**config.mk**
```make
export PLATFORM = sky130hd
export DESIGN_NAME = score_counter_flat
export DESIGN_NICKNAME = d
export VERILOG_FILES = /design/src/rtl/scoreboard_pkg.sv /design/src/rtl/score_counter_if.sv /design/src/rtl/bcd_to_7seg.sv /design/src/rtl/score_counter.sv /design/src/flat_wrapper.sv
export SDC_FILE = /design/constraint.sdc
export NUM_CORES = 1
export LEC_CHECK = 0
export CORE_AREA = 10 10 131 73
export CTS_BUF_LIST = sky130_fd_sc_hd__clkbuf_4 sky130_fd_sc_hd__clkbuf_8
export DETAILED_ROUTE_END_ITERATION = 16
export DIE_AREA = 0 0 141 83
export HOLD_SLACK_MARGIN = 0.12
export SYNTH_ARGS = -nofsm -noshare
export SYNTH_HDL_FRONTEND = slang
export SYNTH_SLANG_ARGS = --single-unit
```
**constraint.sdc**
```tcl
create_clock -name clk_1mhz -period 6.7 [get_ports clk_1mhz]
set_input_delay 1.34 -clock clk_1mhz [delete_from_list [all_inputs] [get_ports clk_1mhz]]
set_output_delay 1.34 -clock clk_1mhz [all_outputs]
set_load 0.1 [all_outputs]
```
**src/rtl/scoreboard_pkg.sv**
```systemverilog
// Shared scoreboard types: BCD digit, 7-segment pattern {g,f,e,d,c,b,a}, segment
// constants and default sizing for the score counter.
package scoreboard_pkg;

    typedef logic [3:0] bcd_t;
    typedef logic [6:0] seg_t;

    localparam seg_t SEG_0     = 7'b0111111;
    localparam seg_t SEG_1     = 7'b0000110;
    localparam seg_t SEG_2     = 7'b1011011;
    localparam seg_t SEG_3     = 7'b1001111;
    localparam seg_t SEG_4     = 7'b1100110;
    localparam seg_t SEG_5     = 7'b1101101;
    localparam seg_t SEG_6     = 7'b1111101;
    localparam seg_t SEG_7     = 7'b0000111;
    localparam seg_t SEG_8     = 7'b1111111;
    localparam seg_t SEG_9     = 7'b1101111;
    localparam seg_t SEG_BLANK = 7'b0000000;

    localparam int unsigned DEFAULT_MAX_SCORE      = 99;
    localparam int unsigned DEFAULT_REFRESH_CYCLES = 1000;

endpackage

```
**src/rtl/score_counter_if.sv**
```systemverilog
// Request/score/display bundle between the pushbutton processor, score_counter and the
// display driver. The slave modport is the score_counter side.
interface score_counter_if;
    import scoreboard_pkg::*;

    logic count_up;
    logic count_down;
    bcd_t score_tens_o;
    bcd_t score_ones_o;
    seg_t seg_o;
    logic digit_sel_o;
    logic changed_o;

    modport master (
        output count_up,
        output count_down,
        input  score_tens_o,
        input  score_ones_o,
        input  seg_o,
        input  digit_sel_o,
        input  changed_o
    );

    modport slave (
        input  count_up,
        input  count_down,
        output score_tens_o,
        output score_ones_o,
        output seg_o,
        output digit_sel_o,
        output changed_o
    );

endinterface

```
**src/rtl/bcd_to_7seg.sv**
```systemverilog
// Combinational BCD to 7-segment decoder; codes above 9 show a blank digit.
module bcd_to_7seg
    import scoreboard_pkg::*;
(
    input  bcd_t bcd,
    output seg_t seg
);

    always_comb begin
        seg = SEG_BLANK;
        case (bcd)
            4'd0:    seg = SEG_0;
            4'd1:    seg = SEG_1;
            4'd2:    seg = SEG_2;
            4'd3:    seg = SEG_3;
            4'd4:    seg = SEG_4;
            4'd5:    seg = SEG_5;
            4'd6:    seg = SEG_6;
            4'd7:    seg = SEG_7;
            4'd8:    seg = SEG_8;
            4'd9:    seg = SEG_9;
            default: seg = SEG_BLANK;
        endcase
    end

endmodule

```
**src/rtl/score_counter.sv**
```systemverilog
// Two-digit BCD score counter with edge-detected up/down requests and a multiplexed
// 7-segment output. Define SCORE_WRAP_EN to wrap at the bounds instead of saturating.
module score_counter
    import scoreboard_pkg::*;
#(
    parameter int unsigned MAX_SCORE      = DEFAULT_MAX_SCORE,
    parameter int unsigned REFRESH_CYCLES = DEFAULT_REFRESH_CYCLES
) (
    input logic            clk_1mhz,
    input logic            rst_n,
    score_counter_if.slave sc
);

    localparam int unsigned CntW = (REFRESH_CYCLES > 1) ? $clog2(REFRESH_CYCLES) : 1;
    localparam logic [CntW-1:0] CntLast = CntW'(REFRESH_CYCLES - 1);
    localparam bcd_t MaxTens = bcd_t'(MAX_SCORE / 10);
    localparam bcd_t MaxOnes = bcd_t'(MAX_SCORE % 10);

    logic            up_prev_q, down_prev_q;
    logic            up_evt, down_evt;
    bcd_t            tens_q, tens_d;
    bcd_t            ones_q, ones_d;
    logic            changed_q, changed_d;
    logic [CntW-1:0] cnt_q, cnt_d;
    logic            sel_q, sel_d;
    seg_t            seg_q, seg_d;
    bcd_t            digit_next;
    seg_t            seg_dec;
    logic            at_max, at_zero;

    // State registers
    always_ff @(posedge clk_1mhz or negedge rst_n) begin
        if (!rst_n) begin
            up_prev_q   <= 1'b0;
            down_prev_q <= 1'b0;
            tens_q      <= '0;
            ones_q      <= '0;
            changed_q   <= 1'b0;
            cnt_q       <= '0;
            sel_q       <= 1'b0;
            seg_q       <= SEG_0;
        end else begin
            up_prev_q   <= sc.count_up;
            down_prev_q <= sc.count_down;
            tens_q      <= tens_d;
            ones_q      <= ones_d;
            changed_q   <= changed_d;
            cnt_q       <= cnt_d;
            sel_q       <= sel_d;
            seg_q       <= seg_d;
        end
    end

    assign up_evt   = sc.count_up & ~up_prev_q;
    assign down_evt = sc.count_down & ~down_prev_q;
    assign at_max   = (tens_q == MaxTens) && (ones_q == MaxOnes);
    assign at_zero  = (tens_q == 4'd0) && (ones_q == 4'd0);

    // Next score: simultaneous up and down events cancel out
    always_comb begin
        tens_d    = tens_q;
        ones_d    = ones_q;
        changed_d = 1'b0;
        if (up_evt && !down_evt) begin
            if (at_max) begin
`ifdef SCORE_WRAP_EN
                tens_d    = 4'd0;
                ones_d    = 4'd0;
                changed_d = 1'b1;
`endif
            end else begin
                changed_d = 1'b1;
                if (ones_q == 4'd9) begin
                    ones_d = 4'd0;
                    tens_d = tens_q + 4'd1;
                end else begin
                    ones_d = ones_q + 4'd1;
                end
            end
        end else if (down_evt && !up_evt) begin
            if (at_zero) begin
`ifdef SCORE_WRAP_EN
                tens_d    = MaxTens;
                ones_d    = MaxOnes;
                changed_d = 1'b1;
`endif
            end else begin
                changed_d = 1'b1;
                if (ones_q == 4'd0) begin
                    ones_d = 4'd9;
                    tens_d = tens_q - 4'd1;
                end else begin
                    ones_d = ones_q - 4'd1;
                end
            end
        end
    end

    // Refresh counter and digit select; segments decode next-state values so that
    // select and segments always move on the same edge.
    always_comb begin
        cnt_d      = (cnt_q == CntLast) ? '0 : cnt_q + CntW'(1);
        sel_d      = (cnt_q == CntLast) ? ~sel_q : sel_q;
        digit_next = sel_d ? tens_d : ones_d;
        seg_d      = (sel_d && (tens_d == 4'd0)) ? SEG_BLANK : seg_dec;
    end

    bcd_to_7seg u_dec (
        .bcd (digit_next),
        .seg (seg_dec)
    );

    assign sc.score_tens_o = tens_q;
    assign sc.score_ones_o = ones_q;
    assign sc.seg_o        = seg_q;
    assign sc.digit_sel_o  = sel_q;
    assign sc.changed_o    = changed_q;

endmodule
```
**src/flat_wrapper.sv**
```systemverilog
// flat-port wrapper written by rule: the top's interface ports become plain ports
module score_counter_flat import scoreboard_pkg::*;
#(
    parameter int unsigned MAX_SCORE      = DEFAULT_MAX_SCORE,
    parameter int unsigned REFRESH_CYCLES = DEFAULT_REFRESH_CYCLES
)
  (clk_1mhz, rst_n, sc_count_up, sc_count_down, sc_score_tens_o, sc_score_ones_o, sc_seg_o, sc_digit_sel_o, sc_changed_o);
  score_counter_if sc_i ();
  input logic clk_1mhz;
  input logic rst_n;
  input wire logic [$bits(sc_i.count_up)-1:0] sc_count_up;
  input wire logic [$bits(sc_i.count_down)-1:0] sc_count_down;
  output wire logic [$bits(sc_i.score_tens_o)-1:0] sc_score_tens_o;
  output wire logic [$bits(sc_i.score_ones_o)-1:0] sc_score_ones_o;
  output wire logic [$bits(sc_i.seg_o)-1:0] sc_seg_o;
  output wire logic [$bits(sc_i.digit_sel_o)-1:0] sc_digit_sel_o;
  output wire logic [$bits(sc_i.changed_o)-1:0] sc_changed_o;
  assign sc_i.count_up = sc_count_up;
  assign sc_i.count_down = sc_count_down;
  assign sc_score_tens_o = sc_i.score_tens_o;
  assign sc_score_ones_o = sc_i.score_ones_o;
  assign sc_seg_o = sc_i.seg_o;
  assign sc_digit_sel_o = sc_i.digit_sel_o;
  assign sc_changed_o = sc_i.changed_o;
  score_counter #(.MAX_SCORE(MAX_SCORE), .REFRESH_CYCLES(REFRESH_CYCLES)) u_core (.clk_1mhz(clk_1mhz), .rst_n(rst_n), .sc(sc_i));
endmodule
```
==> qor.yml <==
floorplan:
  core_um2: 7212
  dieArea_um2: 11700
  die_h_um: 83
  rows: 22
  initial_utilization: 0.2460
  ios: 21
  die_w_um: 141
timing:
  hold_violations: 0
  min_period_over_period: 0.6172
  maxSlewViolCount: 0
  slew_headroom: 0.3346
  setup_violations: 0
  fin_skew_ns: 0.005143
  final.setup.tns_ns: 0
  worstMarginPinSlew_ns: 0.9950
  fin_ws_ns: 2.565
  rsz0062_at_grt: "no"
  max_freq_ghz: 0.2418
  period_needed_ns: 4.135
global_route:
  grt_pass1_wl_um: 6824
  grt_pass1_vias: 1414
  overflow: 0
  antenna_found_initial: 0
  globalRouteTotalUtil: 0.06834
  grt_start_max_net_pins: 30
yosys:
  yosys_most_used_dff: "dfrtp_1"
  synth-async-reset-ratio: 1.000
  ys_types: 52
  synth_nets: 193
  yosysWarnings: 0
  ys_seq_area_frac: 0.4133
  netlist_area_um2: 1774
  synth_seq_cells: 29
  avgSynthCellArea_um2: 9.912
  synth_edf_count: 0
  synthCells: 179
run:
  max_cap_viol_count: 0
cells_and_area:
  fillers: 737
  final_area_um2: 2156
  seqCellArea_um2: 733.2
  syn2layout_area_growth_pct: 21.51
  num_antenna_cells: 0
  drive_above_1_share: 0.1436
  multi_input_comb_area_um2: 954.7
  fin_nets: 215
worst_setup_path:
  crit_required_ns: 6.91
  reg2reg_depth: 9
  path_class: "in2reg"
  crit_path_max_fanout: 7
  arrival_ns: 4.34
  cp_num_buf_inv: 2
  start_kind: "input pin"
  r2r_slack_ns: 3.62
  path_cells: "clkdlybuf4s50_1 -> nor2b_1 -> nand4_1 -> o311ai_0 -> o211ai_1 -> o21ai_0 -> inv_1 -> ha_1 -> mux2_2 -> mux2i_1"
  rr_endpoint: "u_core.sc.seg_o[6]$_DFF_PN0_"
  critical_path.startpoint: "sc_count_down"
  cp_slowest_cell: "o21ai_0"
  rr_startpoint: "u_core.cnt_q[0]$_DFF_PN0_"
  critical_path_depth: 10
  critPathCapture: "u_core.sc.seg_o[6]$_DFF_PN0_"
  critical_path.top_delay_family: "compound AO/OA/AOI/OAI gates"
  slowest_delay_ns: 0.64
  worstSetupEndpointType: "register"
power_and_ir_drop:
  sw_frac_of_total: 0.5439
  pwr-share-clk: 0.136
  comb_power_share: 0.595
  power.leakage_nw: 0.8651
  power_density_nw_per_um2: 500.3
  power.switching_mw: 0.5866
  p_seq_frac: 0.269
  max-vdd-ir-drop_v: 0.0001493
  p_int_mw: 0.4919
detailed_routing:
  drt_iter0_drc: 86
  met3_length_um: 101
  wirelength_um: 3933
  vias_per_cell: 4.671
  wl_met1_um: 1809
  drtPass1Iterations: 4
  route.detailed.drc: 0
  postRouteAntennaNets: 0
  dr_wl_met2_um: 1947
  top_layer_used: "met4"
  wl_per_cell_um: 13.20
  vias: 1392
clocking:
  cts_buffer_depth: 2
  cts-root-buf: "clkbuf_8"
  hold_buffers: 0
  post_cts_buffers: 0
  cts_tree: "yes"
  worstSkewPairLatency_ns: 0.28
  cts_made_buffers: 5
  htreeDepth: 2
  clk_pin_slew_ns: 0.06
  cts_resized: 0
  numClockSinks: 29
status:
  outcome: "finished clean"
placed_design:
  port-buffer-count: 20
  gp_congestion: 0.8439
  hpwl_um: 2965
  postPlaceCellArea_um2: 2064
  dp_slack_ns: 2.315
worst_hold_path:
  hold_path_class: "reg2reg"
-- synthesized netlist by cell type, drive strengths merged, types with 4 or more instances --
master   n  area (um2)
clkbuf   4       15.01
nor2    13       51.30
nand4    4       25.02
nand2   13       48.80
mux2i    6       63.81
nand3   12       60.06
xor2     5       43.79
a21oi    5       25.02
a211oi   6       50.05
nor3     5       25.02
dfstp    6       157.7
inv     13       48.80
ha      10       125.1
xnor2    4       42.55
o21ai    5       25.02
dfrtp   23       575.6
-- routing by layer --
| metal | vias up | GRT usage |
|---|---|---|
| met3 | 7 | 0.01648 |
| met2 | 19 | 0.1185 |
| met4 | 0 | 0.03519 |
| li1 | 697 | - |
| met1 | 669 | 0.07599 |
| met5 | - | 0 |
-- layout make-up --
cell class,instances,share of cell area
Clock buffer,8,0.04237
Inverter,13,0.02263
Multi-Input combinational cell,131,0.4428
Sequential cell,29,0.3401
Tap cell,96,0.05572
Timing Repair Buffer,21,0.09634
-- worst min-delay path by stage --
stage	startpoint	endpoint	slack, ns	cells after the start
3_3_place_gp	u_core.cnt_q[4]$_DFF_PN0_	u_core.cnt_q[4]$_DFF_PN0_	0.48	1
5_1_grt	u_core.cnt_q[4]$_DFF_PN0_	u_core.cnt_q[4]$_DFF_PN0_	0.52	1
6_report	u_core.cnt_q[4]$_DFF_PN0_	u_core.cnt_q[4]$_DFF_PN0_	0.50	1
4_1_cts	u_core.cnt_q[4]$_DFF_PN0_	u_core.cnt_q[4]$_DFF_PN0_	0.50	1
3_5_place_dp	u_core.cnt_q[4]$_DFF_PN0_	u_core.cnt_q[4]$_DFF_PN0_	0.49	1
2_1_floorplan	u_core.cnt_q[4]$_DFF_PN0_	u_core.cnt_q[4]$_DFF_PN0_	0.45	1
-- stage by stage --
| step | power, mW | instances | hold slack, ns | util |
|---|---|---|---|---|
| finish | 1.079 | 298 | 0.4981 | 0.2989 |
| global route | 1.141 | 298 | 0.5177 | 0.2989 |
| CTS | 1.087 | 298 | 0.4993 | 0.2989 |
| detailed placement | 0.9365 | 290 | 0.4880 | 0.2863 |
| global placement | 0.9276 | 290 | 0.4827 | 0.2863 |
| floorplan | 0.8085 | 179 | 0.4523 | - |
-- kinds of logic (layout without fill, tap and decap cells) --
logic type,count (synthesis),in the layout,share of synthesized area
flip-flops,29,29,0.4133
adder cells (fa/ha/maj),10,10,0.07052
AND/OR/NAND/NOR,70,70,0.2299
AO/OA/AOI/OAI,34,34,0.1382
multiplexers,8,8,0.05077
XOR/XNOR,9,9,0.04866
buffers and inverters,19,42,0.04866
-- flip-flops by register name (all words and copies together) (netlist names) --
signal and cells:
u_core.cnt_q 10, u_core.down_prev_q 1, u_core.sc.changed_o 1, u_core.sc.digit_sel_o 1, u_core.sc.score_ones_o 4, u_core.sc.score_tens_o 4, u_core.sc.seg_o 7, u_core.up_prev_q 1
-- power by group through the flow --
| stage | logic, mW | clock network [mW] | registers, mW |
|---|---|---|---|
| floorplan | 0.236 | 0 | 0.572 |
| global placement | 0.637 | 0 | 0.290 |
| detailed placement | 0.644 | 0 | 0.292 |
| CTS | 0.646 | 0.151 | 0.289 |
| global route | 0.682 | 0.159 | 0.300 |
| finish | 0.642 | 0.147 | 0.290 |
-- cells in the final DEF (no fill, tap or decap), types with 4 or more instances in the layout --
cell type        instances
dfrtp_1                 23
clkdlybuf4s50_1         20
nand2_1                 13
inv_1                   13
nand3_1                 12
nor2_1                  12
ha_1                    10
dfstp_2                  6
nor3_1                   5
o21ai_0                  5
mux2i_1                  5
a21oi_1                  5
xor2_1                   5
a211oi_1                 5
clkbuf_8                 5
nand4_1                  4
(Power assumes the default switching activity.)
